`config.mk`:
```
export PLATFORM = sky130hd
export DESIGN_NAME = symbol_query
export DESIGN_NICKNAME = d
export VERILOG_FILES = /design/src/rtl/symbol_query_pkg.sv /design/src/rtl/symbol_field_capture.sv /design/src/rtl/symbol_query.sv
export SDC_FILE = /design/constraint.sdc
export NUM_CORES = 1
export LEC_CHECK = 0
export ABC_AREA = 1
export BUFFER_PORTS_ARGS = -buffer_cell sky130_fd_sc_hd__buf_2
export CAP_MARGIN = 40
export CORE_UTILIZATION = 40
export DETAILED_ROUTE_END_ITERATION = 7
export PLACE_DENSITY = 0.65
export SYNTH_ARGS = -nofsm -noshare
export SYNTH_HDL_FRONTEND = slang
export SYNTH_SLANG_ARGS = --single-unit
```
`constraint.sdc`:
```
create_clock -name CLOCK -period 9.81 [get_ports CLOCK]
set_input_delay 0.4905 -clock CLOCK [delete_from_list [all_inputs] [get_ports CLOCK]]
set_output_delay 0.4905 -clock CLOCK [all_outputs]
set_load 0.05 [all_outputs]
```
`src/rtl/symbol_query_pkg.sv`:
```
// Shared encodings for the symbol lookup feeder: FSM states, result codes
// and the pad bytes stripped from the tail of a symbol field.
package symbol_query_pkg;

   typedef enum logic [2:0] {
      sIDLE,
      sCAPTURE,
      sQUERY,
      sWAIT,
      sCOLLECT,
      sDONE,
      sDRAIN
   } state_e;

   localparam logic [1:0] ST_HIT   = 2'b00;
   localparam logic [1:0] ST_MISS  = 2'b01;
   localparam logic [1:0] ST_TMO   = 2'b10;
   localparam logic [1:0] ST_SHORT = 2'b11;

   localparam logic [7:0] PAD_NUL = 8'h00;
   localparam logic [7:0] PAD_SPC = 8'h20;

   function automatic logic is_pad(input logic [7:0] b);
      return (b == PAD_NUL) || (b == PAD_SPC);
   endfunction

endpackage

```
`src/rtl/symbol_field_capture.sv`:
```
// Tracks byte position within a message, captures the symbol field and
// reports its length with trailing pad bytes stripped.
module symbol_field_capture
   import symbol_query_pkg::*;
#(
   parameter logic [7:0] pSymOffset = 8'd2,
   parameter logic [7:0] pBytesKey  = 8'd6
) (
   input  logic                        clk,
   input  logic                        rst,
   input  logic                        start_i,
   input  logic                        byte_i,
   input  logic                        eof_i,
   input  logic [7:0]                  data_i,
   output logic [pBytesKey-1:0][7:0]   key_buf_o,
   output logic [7:0]                  len_o,
   output logic                        field_done_o,
   output logic                        short_o,
   output logic                        eof_seen_o
);

   logic [7:0]                cnt_q, cnt_d;
   logic [pBytesKey-1:0][7:0] buf_q, buf_d;
   logic                      eof_q, eof_d;
   logic [7:0]                pos, idx;
   logic                      take, in_field;

   // Decisions are made on the incoming byte, so the length is taken from
   // the next-state buffer to let the FSM act in the same cycle.
   always_comb begin
      take     = start_i | byte_i;
      pos      = start_i ? 8'd0 : cnt_q;
      idx      = pos - pSymOffset;
      in_field = take && (pos >= pSymOffset) && (idx < pBytesKey);
      buf_d    = start_i ? '0 : buf_q;
      for (int i = 0; i < int'(pBytesKey); i++) begin
         if (in_field && (idx == 8'(i))) buf_d[i] = data_i;
      end
      cnt_d        = take ? pos + 8'd1 : cnt_q;
      eof_d        = start_i ? eof_i : (eof_q | (take & eof_i));
      field_done_o = in_field && (idx == pBytesKey - 8'd1);
      short_o      = take && eof_i && !field_done_o;
      len_o        = '0;
      for (int i = 0; i < int'(pBytesKey); i++) begin
         if (!is_pad(buf_d[i])) len_o = 8'(i + 1);
      end
   end

   always_ff @(posedge clk) begin
      if (rst) begin
         cnt_q <= '0;
         buf_q <= '0;
         eof_q <= 1'b0;
      end else begin
         cnt_q <= cnt_d;
         buf_q <= buf_d;
         eof_q <= eof_d;
      end
   end

   assign key_buf_o  = buf_q;
   assign eof_seen_o = eof_q;

endmodule

```
`src/rtl/symbol_query.sv`:
```
// Captures a symbol from a framed byte stream, queries the serial hash map
// with the stripped key and returns the assembled value with a status code.
module symbol_query
   import symbol_query_pkg::*;
#(
   parameter logic [7:0] pSymOffset  = 8'd2,
   parameter logic [7:0] pBytesKey   = 8'd6,
   parameter logic [7:0] pBytesValue = 8'd2,
   parameter logic [7:0] pTimeout    = 8'd64
) (
   input  logic                       CLOCK,
   input  logic                       RESET,
   input  logic [7:0]                 in_data,
   input  logic                       in_valid,
   input  logic                       in_sof,
   input  logic                       in_eof,
   output logic                       in_ready,
   output logic [7:0]                 map_key,
   output logic                       map_query,
   input  logic                       map_found,
   input  logic                       map_notfound,
   input  logic [7:0]                 map_data,
   output logic                       out_valid,
   output logic [1:0]                 out_status,
   output logic [8*pBytesValue-1:0]   out_index
);

   state_e                    state_q, state_d;
   logic [7:0]                qidx_q, qidx_d;
   logic [7:0]                len_q, len_d;
   logic [7:0]                tmr_q, tmr_d;
   logic [7:0]                vcnt_q, vcnt_d;
   logic [1:0]                status_q, status_d;
   logic [8*pBytesValue-1:0]  index_q, index_d;

   logic                      acc, start, cap_byte;
   logic [pBytesKey-1:0][7:0] key_buf;
   logic [7:0]                fld_len;
   logic                      fld_done, fld_short, fld_eof;

   assign in_ready = (state_q == sIDLE) || (state_q == sCAPTURE) || (state_q == sDRAIN);
   assign acc      = in_valid && in_ready;
   assign start    = acc && in_sof;
   assign cap_byte = acc && !in_sof && (state_q == sCAPTURE);

   symbol_field_capture #(
      .pSymOffset (pSymOffset),
      .pBytesKey  (pBytesKey)
   ) u_cap (
      .clk          (CLOCK),
      .rst          (RESET),
      .start_i      (start),
      .byte_i       (cap_byte),
      .eof_i        (in_eof),
      .data_i       (in_data),
      .key_buf_o    (key_buf),
      .len_o        (fld_len),
      .field_done_o (fld_done),
      .short_o      (fld_short),
      .eof_seen_o   (fld_eof)
   );

   always_comb begin
      state_d   = state_q;
      qidx_d    = qidx_q;
      len_d     = len_q;
      tmr_d     = tmr_q;
      vcnt_d    = vcnt_q;
      status_d  = status_q;
      index_d   = index_q;
      map_query = 1'b0;
      map_key   = '0;
      out_valid = 1'b0;
      case (state_q)
         sIDLE, sCAPTURE, sDRAIN: begin
            if (fld_done) begin
               len_d  = fld_len;
               qidx_d = '0;
               if (fld_len == 8'd0) begin
                  state_d  = sDONE;
                  status_d = ST_MISS;
               end else begin
                  state_d = sQUERY;
               end
            end else if (fld_short) begin
               state_d  = sDONE;
               status_d = ST_SHORT;
            end else if (start) begin
               state_d = sCAPTURE;
            end else if ((state_q == sDRAIN) && acc && in_eof) begin
               state_d = sIDLE;
            end
         end
         sQUERY: begin
            // Gated by RESET so the map sees the query drop in the reset cycle.
            map_query = !RESET;
            for (int i = 0; i < int'(pBytesKey); i++) begin
               if (!RESET && (qidx_q == 8'(i))) map_key = key_buf[i];
            end
            qidx_d = qidx_q + 8'd1;
            if (qidx_q == len_q - 8'd1) begin
               state_d = sWAIT;
               tmr_d   = '0;
            end
         end
         sWAIT: begin
            if (map_found) begin
               index_d      = index_q << 8;
               index_d[7:0] = map_data;
               vcnt_d       = 8'd1;
               if (pBytesValue == 8'd1) begin
                  state_d  = sDONE;
                  status_d = ST_HIT;
               end else begin
                  state_d = sCOLLECT;
               end
            end else if (map_notfound) begin
               state_d  = sDONE;
               status_d = ST_MISS;
            end else if (tmr_q == pTimeout - 8'd1) begin
               state_d  = sDONE;
               status_d = ST_TMO;
            end else begin
               tmr_d = tmr_q + 8'd1;
            end
         end
         sCOLLECT: begin
            if (map_found) begin
               index_d      = index_q << 8;
               index_d[7:0] = map_data;
               if (vcnt_q == pBytesValue - 8'd1) begin
                  state_d  = sDONE;
                  status_d = ST_HIT;
               end else begin
                  vcnt_d = vcnt_q + 8'd1;
               end
            end else begin
               state_d  = sDONE;
               status_d = ST_TMO;
            end
         end
         sDONE: begin
            out_valid = 1'b1;
            state_d   = (fld_eof || (status_q == ST_SHORT)) ? sIDLE : sDRAIN;
         end
         default: state_d = sIDLE;
      endcase
   end

   always_ff @(posedge CLOCK) begin
      if (RESET) begin
         state_q  <= sIDLE;
         qidx_q   <= '0;
         len_q    <= '0;
         tmr_q    <= '0;
         vcnt_q   <= '0;
         status_q <= ST_HIT;
         index_q  <= '0;
      end else begin
         state_q  <= state_d;
         qidx_q   <= qidx_d;
         len_q    <= len_d;
         tmr_q    <= tmr_d;
         vcnt_q   <= vcnt_d;
         status_q <= status_d;
         index_q  <= index_d;
      end
   end

   assign out_status = status_q;
   assign out_index  = index_q;

endmodule

```
# Yosys cells after proc, flatten, opt, wreduce, memory -nomap -nowiden
# Cells that the tools add are included.
# classes
order_cmp,2
n_mux,57
reduce_logical,57
bitwise,3
addsub,6
n_eq_ne,40
# ops
op,count
$mux W8,22
$logic_not A8 Y1,9
$eq A8 B6 Y1 const B,7
$mux W48,1
$pmux W8 S2,3
$mux W3,15
$add A8 B1 Y8 const B,4
$eq A8 B2 Y1 const B,4
$eq A8 B3 Y1 const B,4
$eq A8 B1 Y1 const B,3
$logic_and A1 B1 Y1,22
$mux W2,10
$ne A2 B2 Y1 const B,8
$pmux W3 S5,1
$ne A3 B3 Y1 const B,4
$eq A3 B3 Y1 const B,3
$logic_or A1 B1 Y1,9
$eq A8 B8 Y1,1
$ge A8 B2 Y1 const B,1
$lt A8 B3 Y1 const B,1
$reduce_and A4 Y1,2
$sub A8 B1 Y8 const B,1
$sub A8 B2 Y8 const B,1
$eq A3 B2 Y1 const B,2
other kinds (17),27
# totals
inputBits,23
word_cells,180
output_inout_bits,29
regBits,110

# Logic depth before layout (Yosys ltp)
# depth
ltp_word,23
depth_mapped,29
depth_no_buf,27

# Cells and area by module
# From an unflattened synthesis, not the netlist that was laid out.
# unflattened
cells_unflattened,965
area_unflattened_um2,6465.0
# by_module_without_submodules
mod,seq_area_each_um2,n_inst,area_per_inst_um2,cells_each
symbol_query,1061.0,1,3499.6,533
symbol_field_capture,1141.1,1,2965.3,432

# Worst setup path before layout
# No wires, ideal clock.
# synth_path
path_kind,reg2reg
from,register state_q[1]
to,register status_q[1] (netlist: out_status[1])
arrival_ns,3.367
t_required_ns,9.696
synth_period_minus_slack_ns,3.481
path_buffers,3
stages_incl_launch_ff,28
setup_slack_ns,6.329
setup_time_ns,0.114
path_cell_list,dfxtp_1 inv_2 nand2_2 nand2_4 nand2_8 buf_6 clkbuf_1 nand2_1 ha_1 inv_1 a21oi_1 nor2_1 nand2_1 nor2_2 buf_6 nand3_4 nand2_1 nand2_1 nor2_1 nand2_1 nor2_4 nand3_2 nor2_2 nand3_2 a21oi_2 nand2_1 nand2_1 nor2_1
# synth_between
elab_chain_cells,22
word_cells_on_any_way,75
classes_between,add/sub (1); order compare (2); eq/ne (20); mux (16); bitwise (1); reduce/logical (35)
# synth_lines
item,line,text
from (decl),symbol_query.sv:28,"state_e state_q, state_d;"
from (signal assigned),symbol_query.sv:152,state_q <= sIDLE;
from (signal assigned),symbol_query.sv:160,state_q <= state_d;
$eq A3 B1 Y1 or $logic_not A3 Y1 (tied branches),symbol_query.sv:41,assign in_ready = (state_q == sIDLE) || (state_q == sCAPTURE) || (state_q == sDRAIN);
$logic_or A1 B1 Y1,symbol_query.sv:41,
$logic_or A1 B1 Y1 *,symbol_query.sv:41,
via in_ready,symbol_query.sv:17,"output logic in_ready,"
$logic_and A1 B1 Y1 *,symbol_query.sv:42,assign acc = in_valid && in_ready;
"$logic_and A1 B1 Y1, on equally long branches","symbol_query.sv:43, symbol_query.sv:44",
$mux W8 or $logic_and A1 B1 Y1 (tied branches),"symbol_field_capture.sv:32, symbol_query.sv:44",
$sub A8 B2 Y8 (tied with other cells),symbol_field_capture.sv:33,idx = pos - pSymOffset;
(+4 left out),--,
$eq A8 B6 Y1 or $logic_not A8 Y1 (tied branches),symbol_query_pkg.sv:24,return (b == PAD_NUL) || (b == PAD_SPC);
$logic_or A1 B1 Y1,symbol_query_pkg.sv:24,
$mux W1,symbol_field_capture.sv:45,if (!is_pad(buf_d[i])) len_o = 8'(i + 1);
$mux W2 (2 in series),symbol_field_capture.sv:45,
$mux W3 (3 in series),symbol_field_capture.sv:45,
$logic_not A8 Y1,symbol_query.sv:79,if (fld_len == 8'd0) begin
$ne A3 B3 Y1 (no source line),--,
$reduce_and A6 Y1 (no source line),--,
to (signal assigned),symbol_query.sv:165,status_q <= status_d;
to (decl),symbol_query.sv:33,"logic [1:0] status_q, status_d;"
# Mark *: on every way through the listed nets, which the timed path passes. The rest lies on a longest branch.
# A chain may end at the register's enable or synchronous reset.

# Final worst setup path
# layout_path
from,register state_q[1]
to,register status_q[1] (netlist: out_status[1])
# layout_between
elab_chain_cells,22
word_cells_on_any_way,75
classes_between,add/sub (1); order compare (2); eq/ne (20); mux (16); bitwise (1); reduce/logical (35)
# layout_lines
item,line,text
$eq A3 B1 Y1 or $logic_not A3 Y1 (tied branches),"symbol_query.sv:41, symbol_query.sv:44, symbol_query.sv:74",
$logic_or A1 B1 Y1 (2 in series),symbol_query.sv:41,
$logic_and A1 B1 Y1,symbol_query.sv:42,
"$logic_and A1 B1 Y1, on equally long branches","symbol_query.sv:43, symbol_query.sv:44",
$mux W8 or $logic_and A1 B1 Y1 (tied branches),"symbol_field_capture.sv:32, symbol_query.sv:44",
$sub A8 B2 Y8 (tied with other cells),symbol_field_capture.sv:33,
$lt A8 B3 Y1 or $logic_and A1 B1 Y1 (tied branches),symbol_field_capture.sv:34,in_field = take && (pos >= pSymOffset) && (idx < pBytesKey);
$logic_and A1 B1 Y1,symbol_field_capture.sv:34,
(+2 left out),--,
$eq A8 B6 Y1 or $logic_not A8 Y1 (tied branches),symbol_query_pkg.sv:24,
$logic_or A1 B1 Y1,symbol_query_pkg.sv:24,
$mux W1,symbol_field_capture.sv:45,
$mux W2 (2 in series),symbol_field_capture.sv:45,
$mux W3 (3 in series),symbol_field_capture.sv:45,
$logic_not A8 Y1,symbol_query.sv:79,
$ne A3 B3 Y1 (no source line),--,
$reduce_and A6 Y1 (no source line),--,
# Parallel ways exist; a longest one is shown, timed or not.

==> flow_summary.json <==
{
  "status": "complete, but fails checks",
  "violations": "design-rule violations",
  "ys_top_cells_by_area": "dfxtp_1 36%, nand2_1 12%, nor2_1 7.4%",
  "syn_area_mm2": 0.00590,
  "synth-seq-cells": 105,
  "start_util": 0.408,
  "yosys.area.top_type_share": 0.356,
  "seqCellArea_mm2": 0.00210,
  "area_delta_synth_final_pct": 10.7,
  "path_common_cell": "nand2_1",
  "drv_slew": 0,
  "fin_skew_ns": 0.00977,
  "crit_chain": "nand3_1, nand2_4, nand2_8, inv_1, nor2_1, inv_1, ha_1, nand4_1, o21ai_1, nand2_1, nor2_1, nand2_1, nand2_1, nand2_1, nand2_1, nand3_2, a21oi_2, nand2_1, nand2_1, nor2_1",
  "grt_pass1_vias": 5006,
  "grt_first_pass_wirelength_um": 24600,
  "async_reset_ff_frac": 0,
  "synth_flop_cell": "dfxtp_1",
  "crit_type": "flop to flop",
  "hpwlAfterDp_um": 11400,
  "crit_path_end": "out_status[1]$_SDFFE_PP0P_",
  "cpPeakStageDelay_ns": 0.59,
  "io_pins": 52,
  "p_per_area_mw_per_mm2": 129,
  "path_max_fanout": 45,
  "holdWs_ns": 0.408,
  "critPathCaptureType": "flop",
  "num-fill-cells": 1527,
  "seq_area_frac_synth": 0.356,
  "synthDistinctLibCells": 48,
  "place_ws_ns": 5.43,
  "first_iter_violations": 383,
  "setup_viol": 0,
  "final.period_utilization": 0.446,
  "worstSetupStartpoint": "state_q[1]$_SDFFE_PP0P_",
  "setup_tns_ns": 0,
  "multi_input_area_mm2": 0.00321,
  "synth_compound_area_frac": 0.164,
  "drive_gt1_frac": 0.111,
  "cts_tree": "done",
  "syn_area_per_cell_um2": 6.63,
  "fmax_mhz": 229,
  "yosysTopAreaCell": "dfxtp_1",
  "coreArea_mm2": 0.0145,
  "clock_latency_ns": 0.35,
  "synthAdderAreaFrac": 0.0297,
  "timing.rr.start": "state_q[1]$_SDFFE_PP0P_",
  "synth-xor-area-share": 0.0104,
  "post-cts-setup-buffers": 0,
  "grt_max_degree": 53,
  "ctsHoldBuffers": 0,
  "slew_headroom": 0.451,
  "wl_um": 15600,
  "cts_resized": 0,
  "r2r_end": "out_status[1]$_SDFFE_PP0P_",
  "fin_ws_ns": 5.44,
  "placed_cells": 1096,
  "yosys.area_share.simple": 0.340,
  "slowest_stage": "inv_1",
  "vias": 5772,
  "cts-htree-levels": 3,
  "die_y_um": 123,
  "viasPerCell": 5.20,
  "clkSlewWorstSetupHoldPaths_ns": 0.07,
  "drc": 1,
  "start_kind": "flop",
  "synthCells": 890,
  "cts_sinks": 105,
  "ant_nets": 0,
  "yosys_warnings": 0,
  "crit_arrival_ns": 4.62,
  "ir_worst_vdd_v": 0.0000843,
  "die_area_mm2": 0.0152,
  "reg2reg_depth": 20,
  "synthesis.nets": 927,
  "post_drt_wl_per_cell_um": 14.1,
  "gr-total-overflow": 0,
  "hold_viol_final": 0,
  "synth_top_family_by_area": "simple AND/OR/NAND/NOR gates",
  "min_period_ns": 4.37,
  "clockBufferDepth": 2,
  "drv_cap": 0,
  "place_congestion": 0.890,
  "portBuffers": 51,
  "timing.reg2reg.setup_slack_ns": 5.44,
  "leakagePower_nw": 2.96,
  "final_nets": 960,
  "hp-class": "primary input to flop",
  "layout.cells.non_filler": 1111,
  "antenna_found_initial": 0,
  "dieWidth_um": 123,
  "cp.required_ns": 10.06,
  "rows": 44,
  "first_pass_iters": 7,
  "synth.area.mux_share": 0,
  "n_antenna_cell": 0,
  "track_usage": 0.213,
  "tightest_slew_ns": 0.815,
  "numCtsBuffers": 9,
  "synth-edff-count": 0,
  "clock-root-buffer": "clkbuf_16",
  "rsz0062_at_grt": "no"
}
[layer usage]
layer | vias up | GRT usage | wire length, um
met2 | 134 | 0.354 | 7190
met3 | 18 | 0.0494 | 824
met1 | 2628 | 0.276 | 7370
li1 | 2992 | - | -
met4 | 0 | 0.0527 | 238
met5 | - | 0 | 0
[logic make-up after synthesis]
logic type                 Yosys count
adders and majority gates           14
xor gates and xnor gates             7
DFF                                105
AOI/OAI and AO/OA                  166
and+or+nand+nor                    448
buffers and inverters              150
[cell type report]
cell class / count / share of cell area
multi-input combinational: 635 / 0.491
sequential: 105 / 0.322
inverter: 118 / 0.0678
timing repair buffer: 54 / 0.0425
clock buffer: 10 / 0.0366
tap: 184 / 0.0352
clock inverter: 5 / 0.00479
[where the power goes]
part | switching, mW | internal (mW) | total, mW
clock | 0.162 | 0.177 | 0.340
sequential | 0.00438 | 0.430 | 0.434
combinational | 0.0538 | 0.0169 | 0.0708
[worst min-delay path by stage]
stage | start | slack [ns] | cells after the start | to
2_1_floorplan | vcnt_q[7]$_SDFFE_PP0P_ | 0.42 | 1 | vcnt_q[7]$_SDFFE_PP0P_
3_3_place_gp | vcnt_q[7]$_SDFFE_PP0P_ | 0.44 | 1 | vcnt_q[7]$_SDFFE_PP0P_
3_5_place_dp | vcnt_q[7]$_SDFFE_PP0P_ | 0.45 | 1 | vcnt_q[7]$_SDFFE_PP0P_
4_1_cts | map_data[1] | 0.40 | 3 | out_index[1]$_SDFFE_PP0P_
5_1_grt | map_data[7] | 0.42 | 3 | out_index[7]$_SDFFE_PP0P_
6_report | map_data[1] | 0.41 | 3 | out_index[1]$_SDFFE_PP0P_
[sequential cells by signal (all words and copies together), names as in the netlist]
signal            flops
u_cap.cnt_q           8
vcnt_q                8
tmr_q                 8
u_cap.key_buf_o      48
qidx_q                8
out_status            2
len_q                 3
u_cap.eof_seen_o      1
state_q               3
out_index            16
[layout by cell type, fill, tap and decap left out, types with 6 or more instances in the layout]
cell type,n
nand2_1,188
nor2_1,117
inv_1,111
dfxtp_1,105
a21oi_1,83
nand3_1,70
buf_2,51
o21ai_0,38
nand4_1,22
nor3_1,20
ha_1,14
clkbuf_16,9
o221ai_1,8
o21ai_1,7
nor4_1,6
nand2_2,6
a221oi_1,6
inv_2,6
[worst max-delay path: cells and delay by family, from the launching register on]
kind / cells / cell delay (ns)
AO/OA/AOI/OAI: 2 / 0.53
AND/OR/NAND/NOR: 15 / 1.98
flip-flops: 1 / 0.47
buffers and inverters: 2 / 0.76
adder cells (fa/ha/maj): 1 / 0.50
[metrics by stage]
step,instance area (um2),power (mW),utilization
after floorplan,5900,0.492,-
after global placement,6260,0.514,0.433
after detailed placement,6260,0.514,0.433
after CTS,6530,0.854,0.451
after global routing,6530,0.877,0.451
final,6530,0.845,0.451
[synth_stat cells, drive strengths merged (2+ instances only)]
library cell  number
a221oi             6
xnor2              2
inv              117
nor2             123
o21a               2
o2111ai            2
nand3             73
o211ai             5
o221ai             8
nor3              20
o31ai              2
a31oi              2
a21oi             84
nor4               6
dfxtp            105
ha                14
o21ai             46
nand2            198
clkbuf            21
buf               11
xor2               5
nand4             25
a211oi             4
No activity file was read; power rests on OpenSTA's default activity.
